==> src/rtl/frequency_counter_bcd.sv <==
// Gated edge counter with a sequential double-dabble converter that publishes packed BCD.
// Counting never pauses: the converter works on the previous window while the next one runs.
module frequency_counter_bcd #(
    parameter int unsigned DIGITS        = 4,
    parameter int unsigned COUNT_BITS    = 14,
    parameter int unsigned PERIOD_BITS   = 16,
    parameter int unsigned UPDATE_PERIOD = 11999
) (
    input  logic                   clk,
    input  logic                   reset,
    input  logic                   signal,
    input  logic [PERIOD_BITS-1:0] period,
    input  logic                   period_load,
    input  logic                   mode_both_edges,
    input  logic                   hold,
    output logic [4*DIGITS-1:0]    bcd_out,
    output logic                   overflow,
    output logic                   valid,
    output logic                   busy,
    output logic [1:0]             dbg_state
);

    // Scratch must hold 2^COUNT_BITS-1 in BCD and always has at least one nibble above DIGITS.
    localparam int unsigned SCR_NEED   = (COUNT_BITS + 2) / 3;
    localparam int unsigned SCR_DIGITS = (SCR_NEED > DIGITS) ? SCR_NEED : DIGITS + 1;
    localparam int unsigned SW         = 4 * SCR_DIGITS;
    localparam int unsigned BW         = 4 * DIGITS;
    localparam int unsigned BIT_W      = $clog2(COUNT_BITS);

    localparam logic [PERIOD_BITS-1:0] MIN_PERIOD = PERIOD_BITS'(COUNT_BITS + 1);
    localparam logic [COUNT_BITS-1:0]  CNT_MAX    = {COUNT_BITS{1'b1}};
    localparam logic [BIT_W-1:0]       LAST_BIT   = BIT_W'(COUNT_BITS - 1);

    typedef enum logic [1:0] {
        StIdle    = 2'd0,
        StConvert = 2'd1,
        StPublish = 2'd2
    } state_e;

    logic                   r_s1, r_s2, r_s3;
    logic [PERIOD_BITS-1:0] r_period;
    logic [PERIOD_BITS-1:0] r_clk_cnt;
    logic [COUNT_BITS-1:0]  r_edge_cnt;
    state_e                 r_state;
    logic [COUNT_BITS-1:0]  r_shift;
    logic [SW-1:0]          r_scr;
    logic [BIT_W-1:0]       r_bit_cnt;
    logic [BW-1:0]          r_bcd;
    logic                   r_overflow;
    logic                   r_valid;

    logic                   w_edge;
    logic                   w_terminal;
    logic                   w_capture;
    logic [COUNT_BITS-1:0]  w_edge_next;
    logic [PERIOD_BITS-1:0] w_period_clamped;
    logic [SW-1:0]          w_adj;

    assign w_edge     = mode_both_edges ? (r_s2 ^ r_s3) : (r_s2 & ~r_s3);
    assign w_terminal = (r_clk_cnt >= r_period);
    // A simultaneous period_load discards the window instead of capturing it.
    assign w_capture  = w_terminal & ~period_load;

    assign w_edge_next = (w_edge && (r_edge_cnt != CNT_MAX)) ? r_edge_cnt + 1'b1 : r_edge_cnt;

    assign w_period_clamped = (period < MIN_PERIOD) ? MIN_PERIOD : period;

    always_comb begin
        w_adj = r_scr;
        for (int i = 0; i < int'(SCR_DIGITS); i++) begin
            if (r_scr[4*i +: 4] >= 4'd5) begin
                w_adj[4*i +: 4] = r_scr[4*i +: 4] + 4'd3;
            end
        end
    end

    always_ff @(posedge clk or negedge reset) begin
        if (!reset) begin
            r_s1       <= 1'b0;
            r_s2       <= 1'b0;
            r_s3       <= 1'b0;
            r_period   <= PERIOD_BITS'(UPDATE_PERIOD);
            r_clk_cnt  <= '0;
            r_edge_cnt <= '0;
        end else begin
            r_s1 <= signal;
            r_s2 <= r_s1;
            r_s3 <= r_s2;
            if (period_load) begin
                r_period   <= w_period_clamped;
                r_clk_cnt  <= '0;
                r_edge_cnt <= '0;
            end else if (w_terminal) begin
                r_clk_cnt  <= '0;
                r_edge_cnt <= '0;
            end else begin
                r_clk_cnt  <= r_clk_cnt + 1'b1;
                r_edge_cnt <= w_edge_next;
            end
        end
    end

    // The period clamp guarantees the FSM is back in StIdle before the next capture.
    always_ff @(posedge clk or negedge reset) begin
        if (!reset) begin
            r_state    <= StIdle;
            r_shift    <= '0;
            r_scr      <= '0;
            r_bit_cnt  <= '0;
            r_bcd      <= '0;
            r_overflow <= 1'b0;
            r_valid    <= 1'b0;
        end else begin
            r_valid <= 1'b0;
            case (r_state)
                StIdle: begin
                    if (w_capture) begin
                        r_shift   <= w_edge_next;
                        r_scr     <= '0;
                        r_bit_cnt <= '0;
                        r_state   <= StConvert;
                    end
                end
                StConvert: begin
                    r_scr     <= SW'({w_adj, r_shift[COUNT_BITS-1]});
                    r_shift   <= {r_shift[COUNT_BITS-2:0], 1'b0};
                    r_bit_cnt <= r_bit_cnt + 1'b1;
                    if (r_bit_cnt == LAST_BIT) begin
                        r_state <= StPublish;
                    end
                end
                StPublish: begin
                    if (!hold) begin
                        r_valid <= 1'b1;
                        if (|r_scr[SW-1:BW]) begin
                            r_overflow <= 1'b1;
                            r_bcd      <= {DIGITS{4'h9}};
                        end else begin
                            r_overflow <= 1'b0;
                            r_bcd      <= r_scr[BW-1:0];
                        end
                    end
                    r_state <= StIdle;
                end
                default: r_state <= StIdle;
            endcase
        end
    end

    assign bcd_out   = r_bcd;
    assign overflow  = r_overflow;
    assign valid     = r_valid;
    assign busy      = (r_state == StConvert) || (r_state == StPublish);
    assign dbg_state = r_state;

endmodule

==> config.mk <==
export PLATFORM = sky130hd
export DESIGN_NAME = frequency_counter_bcd
export DESIGN_NICKNAME = d
export VERILOG_FILES = /design/src/rtl/frequency_counter_bcd.sv
export SDC_FILE = /design/constraint.sdc
export NUM_CORES = 1
export LEC_CHECK = 0
export BUFFER_PORTS_ARGS = -buffer_cell sky130_fd_sc_hd__buf_2
export CAP_MARGIN = 20
export CELL_PAD_IN_SITES_DETAIL_PLACEMENT = 1
export CELL_PAD_IN_SITES_GLOBAL_PLACEMENT = 1
export CORE_MARGIN = 2
export CORE_UTILIZATION = 30
export CTS_BUF_LIST = sky130_fd_sc_hd__clkbuf_8
export CTS_CLUSTER_DIAMETER = 50
export DETAILED_ROUTE_END_ITERATION = 16
export GPL_TIMING_DRIVEN = 0
export PLACE_DENSITY = 0.62
export SYNTH_ARGS = -nofsm -noshare
export SYNTH_HDL_FRONTEND = slang
export SYNTH_SLANG_ARGS = --single-unit
export TNS_END_PERCENT = 30
==> constraint.sdc <==
create_clock -name clk -period 3.39 [get_ports clk]
set_input_delay 0.678 -clock clk [delete_from_list [all_inputs] [get_ports clk]]
set_output_delay 0.678 -clock clk [all_outputs]
set_load 0.1 [all_outputs]
* Word-level counts from Yosys, hierarchy flattened *
Index checks and enable logic that the tools add are counted.

storage, ports and cells
  bits in registers = 107
  input port bits = 22
  output and inout bits = 21
  word-level logic and storage cells = 73

cells by class
  $add $sub $neg = 8
  $lt $le $gt $ge = 7
  equality and inequality tests = 6
  multiplexer cells = 25
  bitwise gates (word level) = 6
  reduce and logical (&&, ||, !) cells = 8

operators by type and width
  cell                                                  number
  two-way mux 16 bit                                    4
  two-way mux 14 bit                                    4
  one-hot mux 20 bit (2 select lines)                   1
  one-hot mux 14 bit (2 select lines)                   1
  >= comparator 4 x 3 -> 1 bit (second input constant)  5
  two-way mux 20 bit                                    1
  two-way mux 4 bit                                     5
  adder 16 x 1 -> 16 bit (second input constant)        1
  adder 4 x 2 -> 4 bit (second input constant)          4
  >= comparator 16 bit                                  1
  < comparator 16 x 4 -> 1 bit (second input constant)  1
  adder 14 x 1 -> 14 bit (second input constant)        1
  inequality test 14 bit (second input constant)        1
  one-hot mux 4 bit (2 select lines)                    1
  AND reduction 2 bit                                   3
  adder 4 x 1 -> 4 bit (second input constant)          1
  == test 4 bit (second input constant)                 1
  two-way mux 1 bit                                     4
  two-way mux 2 bit                                     2
  inequality test 2 bit (second input constant)         2
  one-hot mux 2 bit (2 select lines)                    1
  OR reduction 4 bit                                    1
  adder 3 x 2 -> 3 bit (second input constant)          1
  two-way mux 3 bit                                     1
  9 further kinds                                       12

* Logic depth before layout (Yosys ltp) *
  depth in word-level cells = 7
  mapped depth = 10

* Worst setup path after synthesis *
Ideal clock, no wire load.

  kind = reg-to-reg
  start = register r_period[0]
  end = register r_shift[10]
  arrival time = 2.590 ns
  slack = 0.676 ns
  cell stages (with the launch flop) = 9
  path buffers = 1
  path through = dfstp_2 > ha_1 > nand2b_1 > a2111oi_2 > nor4_2 > o41ai_2 > mux2_2 > buf_2 > mux2_2

between the ends
  cells in the longest elaborated chain, start to end = 4

RTL lines
  element                                 line  source
  from (decl)                             41    logic [PERIOD_BITS-1:0] r_period;
  from (signal assigned)                  82    r_period <= PERIOD_BITS'(UPDATE_PERIOD);
  from (signal assigned)                  90    r_period <= w_period_clamped;
  >= comparator 16 bit                    60    assign w_terminal = (r_clk_cnt >= r_period);
  AND 1 bit                               62    assign w_capture = w_terminal & ~period_load;
  inequality test 2 bit (no source line)  -
  AND reduction 2 bit (no source line)    -
  to (signal assigned)                    118   r_shift <= w_edge_next;
  to (signal assigned)                    126   r_shift <= {r_shift[COUNT_BITS-2:0], 1'b0};
  to (decl)                               45    logic [COUNT_BITS-1:0] r_shift;

Every way passes these cells.
A chain may end at the register's enable or synchronous reset.

* Worst setup path in the final report *
  start = register r_period[13]
  end = register r_scr[13]

between the ends
  cells in the longest elaborated chain, start to end = 4

RTL lines
  element                                 line  source
  >= comparator 16 bit                    60
  AND 1 bit                               62
  inequality test 2 bit (no source line)  -
  AND reduction 2 bit (no source line)    -
  to (signal assigned)                    125   r_scr <= SW'({w_adj, r_shift[COUNT_BITS-1]});
  to (decl)                               46    logic [SW-1:0] r_scr;

Every way passes these cells.

==> out/metrics.yaml <==
fillers: 2043
cts_setup_buffers: 0
vias_per_cell: 4.949
max_slew_margin_pct: 54.16
rsz0062_at_grt: "no"
synth-edff-count: 0
drtAntennaViolNets: 0
path_cells: "inv_1 > ha_1 > nand4_1 > or3_1 > nor4_2 > o41ai_4 > a21oi_1 > buf_2 > a22o_1"
fin_tns_setup_ps: 0
critPathKind: "register to register"
ys_async_sr_fraction_pct: 100.0
cts_buffers: 9
r2r_end: "r_scr[13]"
synth_seq_area_share_pct: 49.73
die-area_um2: 19130
cp.arrival_ps: 3510
critical-path-top-delay-family: "simple AND/OR/NAND/NOR gates"
crit_fanout: 10
rows: 49
syn-cell-area_um2: 5411
worstMarginPinSlew_ps: 682.0
finalSetupViolations: 0
ys_types: 45
seq_area_um2: 2691
overflow: 0
ff2ff_path_depth: 9
rrSetupSlack_ps: 210
grt_max_degree: 69
root_buffer: "clkbuf_8"
timing.max_cap.violations: 0
status: "finished clean"
clkSinkCount: 107
place.detailed.hpwl_um: 9675
port_buffers: 41
crit_path_end_kind: "register"
synthesis.nets: 587
drt_wl_total_um: 13120
core_area_um2: 17840
fin_crit_sh_pct: 93.67
ys.flop_type: "dfrtp_1"
dp.cells: 801
vias: 4043
drt_iter0_drc: 188
synth_common_cells: "dfrtp_1 (96), nor2_1 (61), nand2_1 (42)"
cpMaxStageDelayCell: "a21oi_1"
ys_seq_elements: 107
die_h_um: 138.3
grt_pass1_wl_um: 22760
start_util_pct: 30.33
fin_skew_ps: 14.86
syn_inst: 530
die_w_um: 138.3
nNetsFinal: 640
io_pins: 43
power.density_nw_per_um2: 506.3
peakVddDrop_mv: 0.3458
clk_pin_slew_worst_paths_ps: 100
cts_tree: "built"
required_ps: 3720
synth_warnings: 0
cp-start-kind: "register"
holdCritPathClass: "input pin to asynchronous set/reset pin"
clk_latency_ps: 390
drive_gt1_share_pct: 16.33
period_minus_slack_ps: 3175
post-route-drc-count: 0
multiInputGateArea_um2: 2504
htreeDepth: 3
worstReg2RegStart: "r_period[13]"
hold_viol: 0
routedWlPerCell_um: 16.06
n_antenna_cell: 0
slowest_delay_ps: 570
syn_area_per_cell_um2: 10.21
p_leak_nw: 2.739
antenna_found_initial: 0
synth_top_area_share_pct: 44.39
ys_top_cells_by_area: "dfrtp_1 (44%), ha_1 (8.1%), dfstp_2 (5.3%)"
stdcell_count: 817
areaGrowthSynthToFinish_pct: 13.29
grt_pass1_vias: 4473
max-clock-path-buffers: 2
synth_area_leader_cell: "dfrtp_1"
yosysMostFrequentCell: "dfrtp_1"
first_pass_iters: 4
track_usage_pct: 14.55
crit_buf_inv: 2
place.gp.congestion: 0.7893
fmax_mhz: 314.9
slew_violations: 0
[how the worst max path moves through the flow]
stage	startpoint	end	slack, ps	cells after the start
6_report	r_period[13]	r_scr[13]	210	9
5_1_grt	r_period[13]	r_scr[12]	10	9
4_1_cts	r_clk_cnt[0]	r_shift[9]	140	9
3_5_place_dp	r_clk_cnt[0]	r_shift[9]	150	9
3_3_place_gp	r_clk_cnt[0]	r_shift[9]	280	9
2_1_floorplan	r_period[0]	r_shift[10]	680	8
[sequential cells by signal, indices dropped and copies added (netlist names)]
register / flops
valid: 1
bcd_out: 16
r_scr: 20
r_s2: 1
r_edge_cnt: 14
overflow: 1
r_clk_cnt: 16
r_shift: 14
r_s1: 1
dbg_state: 2
r_s3: 1
r_period: 16
r_bit_cnt: 4
[metal layers]
layer  wire length, µm  vias to the layer above  part of all wire, %  track usage, %
li1                  -                     1941                    -               -
met1              5953                     2040                   45           18.12
met2              6622                       46                   50           25.46
met3               342                       16                  2.6           3.533
met4               205                        0                  1.6           3.598
met5                 0                        -                    0               0
[worst register-to-register path, stage by stage (launching register included)]
cell and delay [ps]:
dfstp_2 530, inv_1 50, ha_1 290, nand4_1 140, or3_1 460, nor4_2 360, o41ai_4 200, a21oi_1 570
buf_2 350, a22o_1 170
[area by class of cell]
cell class | count | area share, %
timing repair buffer | 42 | 3.837
buffer | 18 | 1.449
sequential | 107 | 43.90
clock buffer | 10 | 2.245
inverter | 37 | 2.265
multi-input combinational | 368 | 40.84
clock inverter | 6 | 0.7959
tap | 229 | 4.673
[where the power goes]
group	total, W	leakage, nW	switching (W)	internal (W)
Clock	0.000763	0.0855	0.000469	0.000294
Sequential	0.00143	1.35	0.0000558	0.00138
Combinational	0.000910	1.30	0.000748	0.000162
Total	0.00310	2.74	0.00127	0.00183
[per-stage QoR]
step                utilization, %  cell area (µm²)  hold slack (ps)  total power (W)  worst slack (ps)
finish                       34.36             6131            270.5         0.003104             214.5
CTS                          34.30             6120            276.2         0.003151             144.9
global route                 34.36             6131            285.4         0.003256             12.30
floorplan                        -             5411            331.2         0.002156             675.5
detailed placement           33.26             5933            336.3         0.002375             154.5
global placement             33.09             5903            333.4         0.002342             278.2
[what timing repair did]
action                     CTS  global route
setup endpoints to repair    0             3
resized for setup            0             1
hold buffers                 0             0
[cell families after synthesis]
logic type      share of synthesized area, %
flops                                  49.73
buf+inv                                4.208
simple gates                           15.75
xor+xnor                               5.341
mux                                    4.277
compound gates                         12.60
fa+ha+maj                              8.092
[cell usage in the layout (no fill, tap or decap), types with 10 or more instances in the layout]
| master | n |
|---|---|
| nor4_1 | 10 |
| dfrtp_1 | 96 |
| nand2_1 | 42 |
| dfstp_2 | 11 |
| clkbuf_8 | 10 |
| a21oi_1 | 27 |
| a22o_1 | 20 |
| nor2_1 | 61 |
| inv_1 | 36 |
| mux2_2 | 17 |
| buf_2 | 42 |
| xor2_1 | 17 |
| clkbuf_1 | 13 |
| o21ai_0 | 29 |
| xnor2_1 | 16 |
| nand3_1 | 14 |
| ha_1 | 35 |
Power figures use the tool's default switching activity.
